==> config.mk <==
export PLATFORM = sky130hd
export DESIGN_NAME = matvec_requant8
export DESIGN_NICKNAME = d
export VERILOG_FILES = /design/src/rtl/matvec_pkg.sv /design/src/rtl/sync_fifo.sv /design/src/rtl/matvec_requant8.sv
export SDC_FILE = /design/constraint.sdc
export NUM_CORES = 1
export LEC_CHECK = 0
export ABC_AREA = 1
export BUFFER_PORTS_ARGS = -buffer_cell sky130_fd_sc_hd__buf_2
export CORE_MARGIN = 5
export CORE_UTILIZATION = 44
export DETAILED_ROUTE_END_ITERATION = 10
export GPL_ROUTABILITY_DRIVEN = 0
export PLACE_DENSITY_LB_ADDON = 0.08
export SLEW_MARGIN = 20
export SYNTH_ARGS = -nofsm -noshare
export SYNTH_HDL_FRONTEND = slang
export SYNTH_SLANG_ARGS = --single-unit
export TNS_END_PERCENT = 1
==> constraint.sdc <==
create_clock -name clk -period 2.05 [get_ports clk]
set_input_delay 0.205 -clock clk [delete_from_list [all_inputs] [get_ports clk]]
set_output_delay 0.205 -clock clk [all_outputs]
set_load 0.02 [all_outputs]
==> src/rtl/matvec_pkg.sv <==
// matvec_pkg: shared widths, FIFO entry type and the requantization function.
package matvec_pkg;
    localparam int K = 8;
    localparam int IN_W = 28;
    localparam int OUT_W = 14;
    localparam logic signed [IN_W:0] QMAX = (IN_W+1)'((1 << (OUT_W - 1)) - 1);
    localparam logic signed [IN_W:0] QMIN = -QMAX - (IN_W+1)'(1);

    typedef struct packed {
        logic             last;
        logic [OUT_W-1:0] data;
    } req_entry_t;

    typedef struct packed {
        logic             clipped;
        logic [OUT_W-1:0] data;
    } requant_t;

    // One extra bit of headroom keeps the rounding add from overflowing.
    function automatic requant_t requant(input logic [IN_W-1:0] x, input int shift, input logic relu);
        logic signed [IN_W:0] r;
        logic signed [IN_W:0] rnd;
        requant_t q;
        r = (relu && x[IN_W-1]) ? '0 : $signed({x[IN_W-1], x});
        if (shift > 0) begin
            rnd = (IN_W+1)'(1) <<< (shift - 1);
            r = (r + rnd) >>> shift;
        end
        q.clipped = (r > QMAX) || (r < QMIN);
        q.data = r > QMAX ? QMAX[OUT_W-1:0] : r < QMIN ? QMIN[OUT_W-1:0] : r[OUT_W-1:0];
        return q;
    endfunction
endpackage

==> src/rtl/sync_fifo.sv <==
// sync_fifo: single-clock FIFO with registered count; pointers wrap modulo DEPTH.
module sync_fifo #(
    parameter int WIDTH = 15,
    parameter int DEPTH = 4
) (
    input  logic                     clk,
    input  logic                     reset,
    input  logic                     push,
    input  logic                     pop,
    input  logic [WIDTH-1:0]         wdata,
    output logic [WIDTH-1:0]         rdata,
    output logic [$clog2(DEPTH):0]   count,
    output logic                     empty,
    output logic                     full
);
    localparam int AW = $clog2(DEPTH);

    logic [WIDTH-1:0] mem [DEPTH];
    logic [AW-1:0]    wptr, rptr;
    logic             do_push, do_pop;

    always_comb begin
        empty = count == '0;
        full = count == (AW+1)'(DEPTH);
        do_pop = pop && !empty;
        do_push = push && (!full || do_pop);
        rdata = mem[rptr];
    end

    always_ff @(posedge clk) begin
        if (reset) begin
            wptr <= '0;
            rptr <= '0;
            count <= '0;
        end else begin
            if (do_push) wptr <= wptr + 1'b1;
            if (do_pop) rptr <= rptr + 1'b1;
            count <= count + (AW+1)'(do_push) - (AW+1)'(do_pop);
        end
    end

    always_ff @(posedge clk) begin
        if (do_push) mem[wptr] <= wdata;
    end
endmodule

==> src/rtl/matvec_requant8.sv <==
// matvec_requant8: ReLU/round/saturate a matvec result stream into a 14-bit stream
// with per-vector last flag, buffered through a small FIFO.
module matvec_requant8 #(
    parameter int K = matvec_pkg::K,
    parameter int IN_W = matvec_pkg::IN_W,
    parameter int OUT_W = matvec_pkg::OUT_W,
    parameter int SHIFT = 7,
    parameter bit RELU = 1'b1,
    parameter int DEPTH = 4
) (
    input  logic             clk,
    input  logic             reset,
    input  logic             input_valid,
    output logic             input_ready,
    input  logic [IN_W-1:0]  input_data,
    output logic             output_valid,
    input  logic             output_ready,
    output logic [OUT_W-1:0] output_data,
    output logic             output_last,
    output logic [15:0]      sat_count
);
    import matvec_pkg::*;

    localparam int AW = $clog2(DEPTH);
    localparam int IW = K > 1 ? $clog2(K) : 1;

    req_entry_t    s1_entry, rd_entry;
    requant_t      q;
    logic          s1_valid, s1_clip;
    logic [IW-1:0] idx;
    logic [AW:0]   count, occ;
    logic          empty, full, in_fire, push, pop;

    // Ready depends only on registered occupancy, never on output_ready.
    always_comb begin
        occ = count + (AW+1)'(s1_valid);
        input_ready = !reset && occ < (AW+1)'(DEPTH);
        in_fire = input_valid && input_ready;
        pop = output_ready && !empty;
        push = s1_valid && (!full || pop);
        q = requant(input_data, SHIFT, RELU);
        output_valid = !empty;
        output_data = empty ? '0 : rd_entry.data;
        output_last = !empty && rd_entry.last;
    end

    always_ff @(posedge clk) begin
        if (reset) begin
            s1_valid <= 1'b0;
            idx <= '0;
            sat_count <= '0;
        end else begin
            if (in_fire) begin
                s1_valid <= 1'b1;
                idx <= idx == IW'(K - 1) ? '0 : idx + 1'b1;
            end else if (push) begin
                s1_valid <= 1'b0;
            end
            if (push && s1_clip && sat_count != 16'hFFFF) sat_count <= sat_count + 1'b1;
        end
    end

    always_ff @(posedge clk) begin
        if (in_fire) begin
            s1_entry <= '{last: idx == IW'(K - 1), data: q.data};
            s1_clip <= q.clipped;
        end
    end

    sync_fifo #(
        .WIDTH($bits(req_entry_t)),
        .DEPTH(DEPTH)
    ) u_fifo (
        .clk   (clk),
        .reset (reset),
        .push  (push),
        .pop   (pop),
        .wdata (s1_entry),
        .rdata (rd_entry),
        .count (count),
        .empty (empty),
        .full  (full)
    );
endmodule
==> out/metrics.yaml <==
p_comb_share_pct: 26.0
switching_share_pct: 31.8
clock_latency_ps: 350
synthTopCellsByArea: "edfxtp_1 (43%), dfxtp_1 (11%), nor2_1 (7.7%), nand2_1 (5.0%), o21ai_0 (4.7%)"
grtUsageTotal_pct: 15.5
place.port_buffers: 58
max-cap-violations: 0
yosys.area.top_type: "edfxtp_1"
fin_util_pct: 52.3
syn_area_mm2: 0.00527
viasPerCell: 4.83
critPathMaxFanout: 17
seq_area_frac_synth_pct: 54.3
routedWlPerCell_um: 13.3
cts_resized: 0
start_util_pct: 44.5
ys_seq_elements: 105
place_hpwl_um: 7630
leakage_nw: 2.37
grt_max_degree: 31
tightest_slew_ps: 568
fp.dieW_um: 119
p_switching_w: 0.00180
pwr-share-clk_pct: 29.8
period_share_pct: 95.1
cts_tree: "yes"
reg2reg_slack_ps: 200
startpoint_type: "flip-flop"
syn2layout_area_growth_pct: 17.6
cts_made_buffers: 9
drive_gt1_share_pct: 23.9
status: "complete, no violations"
r2r-start: "sat_count[1]"
grt_pass1_vias: 3697
rr_worst_depth: 12
yosysTopAreaCellShare_pct: 43.3
seq_power_share_pct: 44.2
nets: 690
htreeDepth: 3
antenna_found_initial: 0
yosys_warnings: 0
rows: 40
max_freq_mhz: 513
core-area_mm2: 0.0119
die_area_mm2: 0.0143
die_h_um: 119
antenna_cells: 0
ioPinCount: 65
synth_fp_nets: 608
ys_types: 36
drc: 0
dpl.cell_count: 783
drtIter0Drc: 220
grt_remaining_overflow: 0
powerDensity_mw_per_mm2: 914
fin_skew_ps: 9.64
arrival_ps: 1750
peakVddDrop_uv: 336
wirelength_um: 10600
final_cell_mix: "nor2_1 (106), edfxtp_1 (76), nand2_1 (70), buf_2 (58), inv_1 (56)"
hold_buffers: 0
finalSetupViolCount: 0
hold_viol_final: 0
rr_endpoint: "sat_count[14]"
required_ps: 1850
firstDrtPassIters: 4
slew_headroom_pct: 62.1
cts_sinks: 105
drt.antenna.violating_nets: 0
stdcell_count: 799
clk_pin_slew_ps: 70
hold_depth: 2
dr_total_vias: 3860
clk_root_buffer_cell: "clkbuf_16"
clock_path_buffers: 2
netlist_instances: 565
postCtsSetupBuffers: 0
path_class: "flip-flop to output pin"
end_kind: "output pin"
syn_area_per_cell_um2: 9.33
cp-endpoint: "output_data[5]"
period_needed_ps: 1950
internal_power_w: 0.00386
drv_slew: 0
grt_pass1_wl_um: 17700
rsz0062_at_grt: "true"
mostFrequentLayoutCell: "nor2_1"
hp-class: "input pin to flip-flop"
finalSetupTns_ps: 0
## sequential cells by signal, summed over array words and instances (netlist names), named ones only
| name | count |
|---|---|
| u_fifo.mem | 60 |
| sat_count | 16 |
| s1_entry | 15 |
| idx | 3 |
| u_fifo.count | 3 |
| u_fifo.rptr | 2 |
| u_fifo.wptr | 2 |
| s1_clip | 1 |
| s1_valid | 1 |
## power groups by stage
stage	logic, W	registers (W)	clock network [W]
floorplan	0.000961	0.00253	0
global placement	0.00146	0.00254	0
detailed placement	0.00149	0.00255	0
CTS	0.00150	0.00250	0.00173
global route	0.00165	0.00252	0.00183
finish	0.00147	0.00250	0.00169
## worst min-delay path by stage
stage	start	end	slack [ps]
after CTS	reset	sat_count[15]	100
after global placement	u_fifo.rptr[1]	u_fifo.rptr[1]	460
after floorplan	reset	idx[1]	270
final	reset	u_fifo.count[0]	110
after global routing	reset	sat_count[15]	100
after detailed placement	u_fifo.rptr[0]	flip-flop	460
## final cells by class
type | instances | area, µm²
clock buffer | 10 | 229
inverter | 63 | 241
multi-input combinational | 377 | 2050
sequential | 105 | 2860
tap | 147 | 184
timing repair buffer | 91 | 567
fill | 1121 | 5660
clock inverter | 6 | 67.6
## critical path, stage by stage (launching register included)
cell and delay [ps]:
dfxtp_1 320, inv_1 370, buf_4 280, o21ai_0 100
a21oi_1 150, buf_2 180
## Yosys cell counts
cell,instances
nor2_2,5
inv_6,1
nand3_1,29
nand2_2,5
xnor2_1,5
fa_1,1
a31oi_1,1
nand4_1,5
xor2_1,10
inv_1,56
o31ai_1,1
nor2_4,10
nand3_2,16
buf_6,3
conb_1,1
buf_12,1
buf_8,1
nor2_1,108
o21ai_0,49
nand3b_1,2
edfxtp_1,76
buf_1,1
inv_2,4
nand3_4,3
a21oi_1,36
ha_1,10
nand2_4,1
o21ai_1,1
nand2_1,70
nor3_1,5
xor2_2,1
dfxtp_1,29
o211a_1,1
clkbuf_1,14
clkinv_1,2
nor3_2,1
## routing by layer
layer	vias to the layer above	part of all wire (%)	track usage, %
li1	2039	-	-
met1	1752	47	19.9
met2	57	48	26.3
met3	12	3.5	3.18
met4	0	1.3	4.80
met5	-	0	0
## metrics by stage
stage | hold WS (ps) | power, W | area [µm²] | setup WS [ps]
global route | 102 | 0.00600 | 6200 | -72.2
CTS | 101 | 0.00573 | 6190 | 74.8
finish | 105 | 0.00567 | 6200 | 100
detailed placement | 463 | 0.00403 | 5900 | 31.0
floorplan | 274 | 0.00349 | 5270 | 46.2
global placement | 456 | 0.00400 | 5900 | 81.3
## cell families (layout without fill, tap and decap cells)
logic type / Yosys count / count (layout) / share of synthesized area (%)
AND/OR/NAND/NOR: 260 / 260 / 24.5
flip-flops: 105 / 105 / 54.3
AO/OA/AOI/OAI: 89 / 89 / 8.61
buffers and inverters: 83 / 170 / 6.95
XOR/XNOR: 16 / 16 / 2.80
adder cells (fa/ha/maj): 11 / 11 / 2.75
other: 1 / 1 / 0.0711
Power figures use the tool's default switching activity.
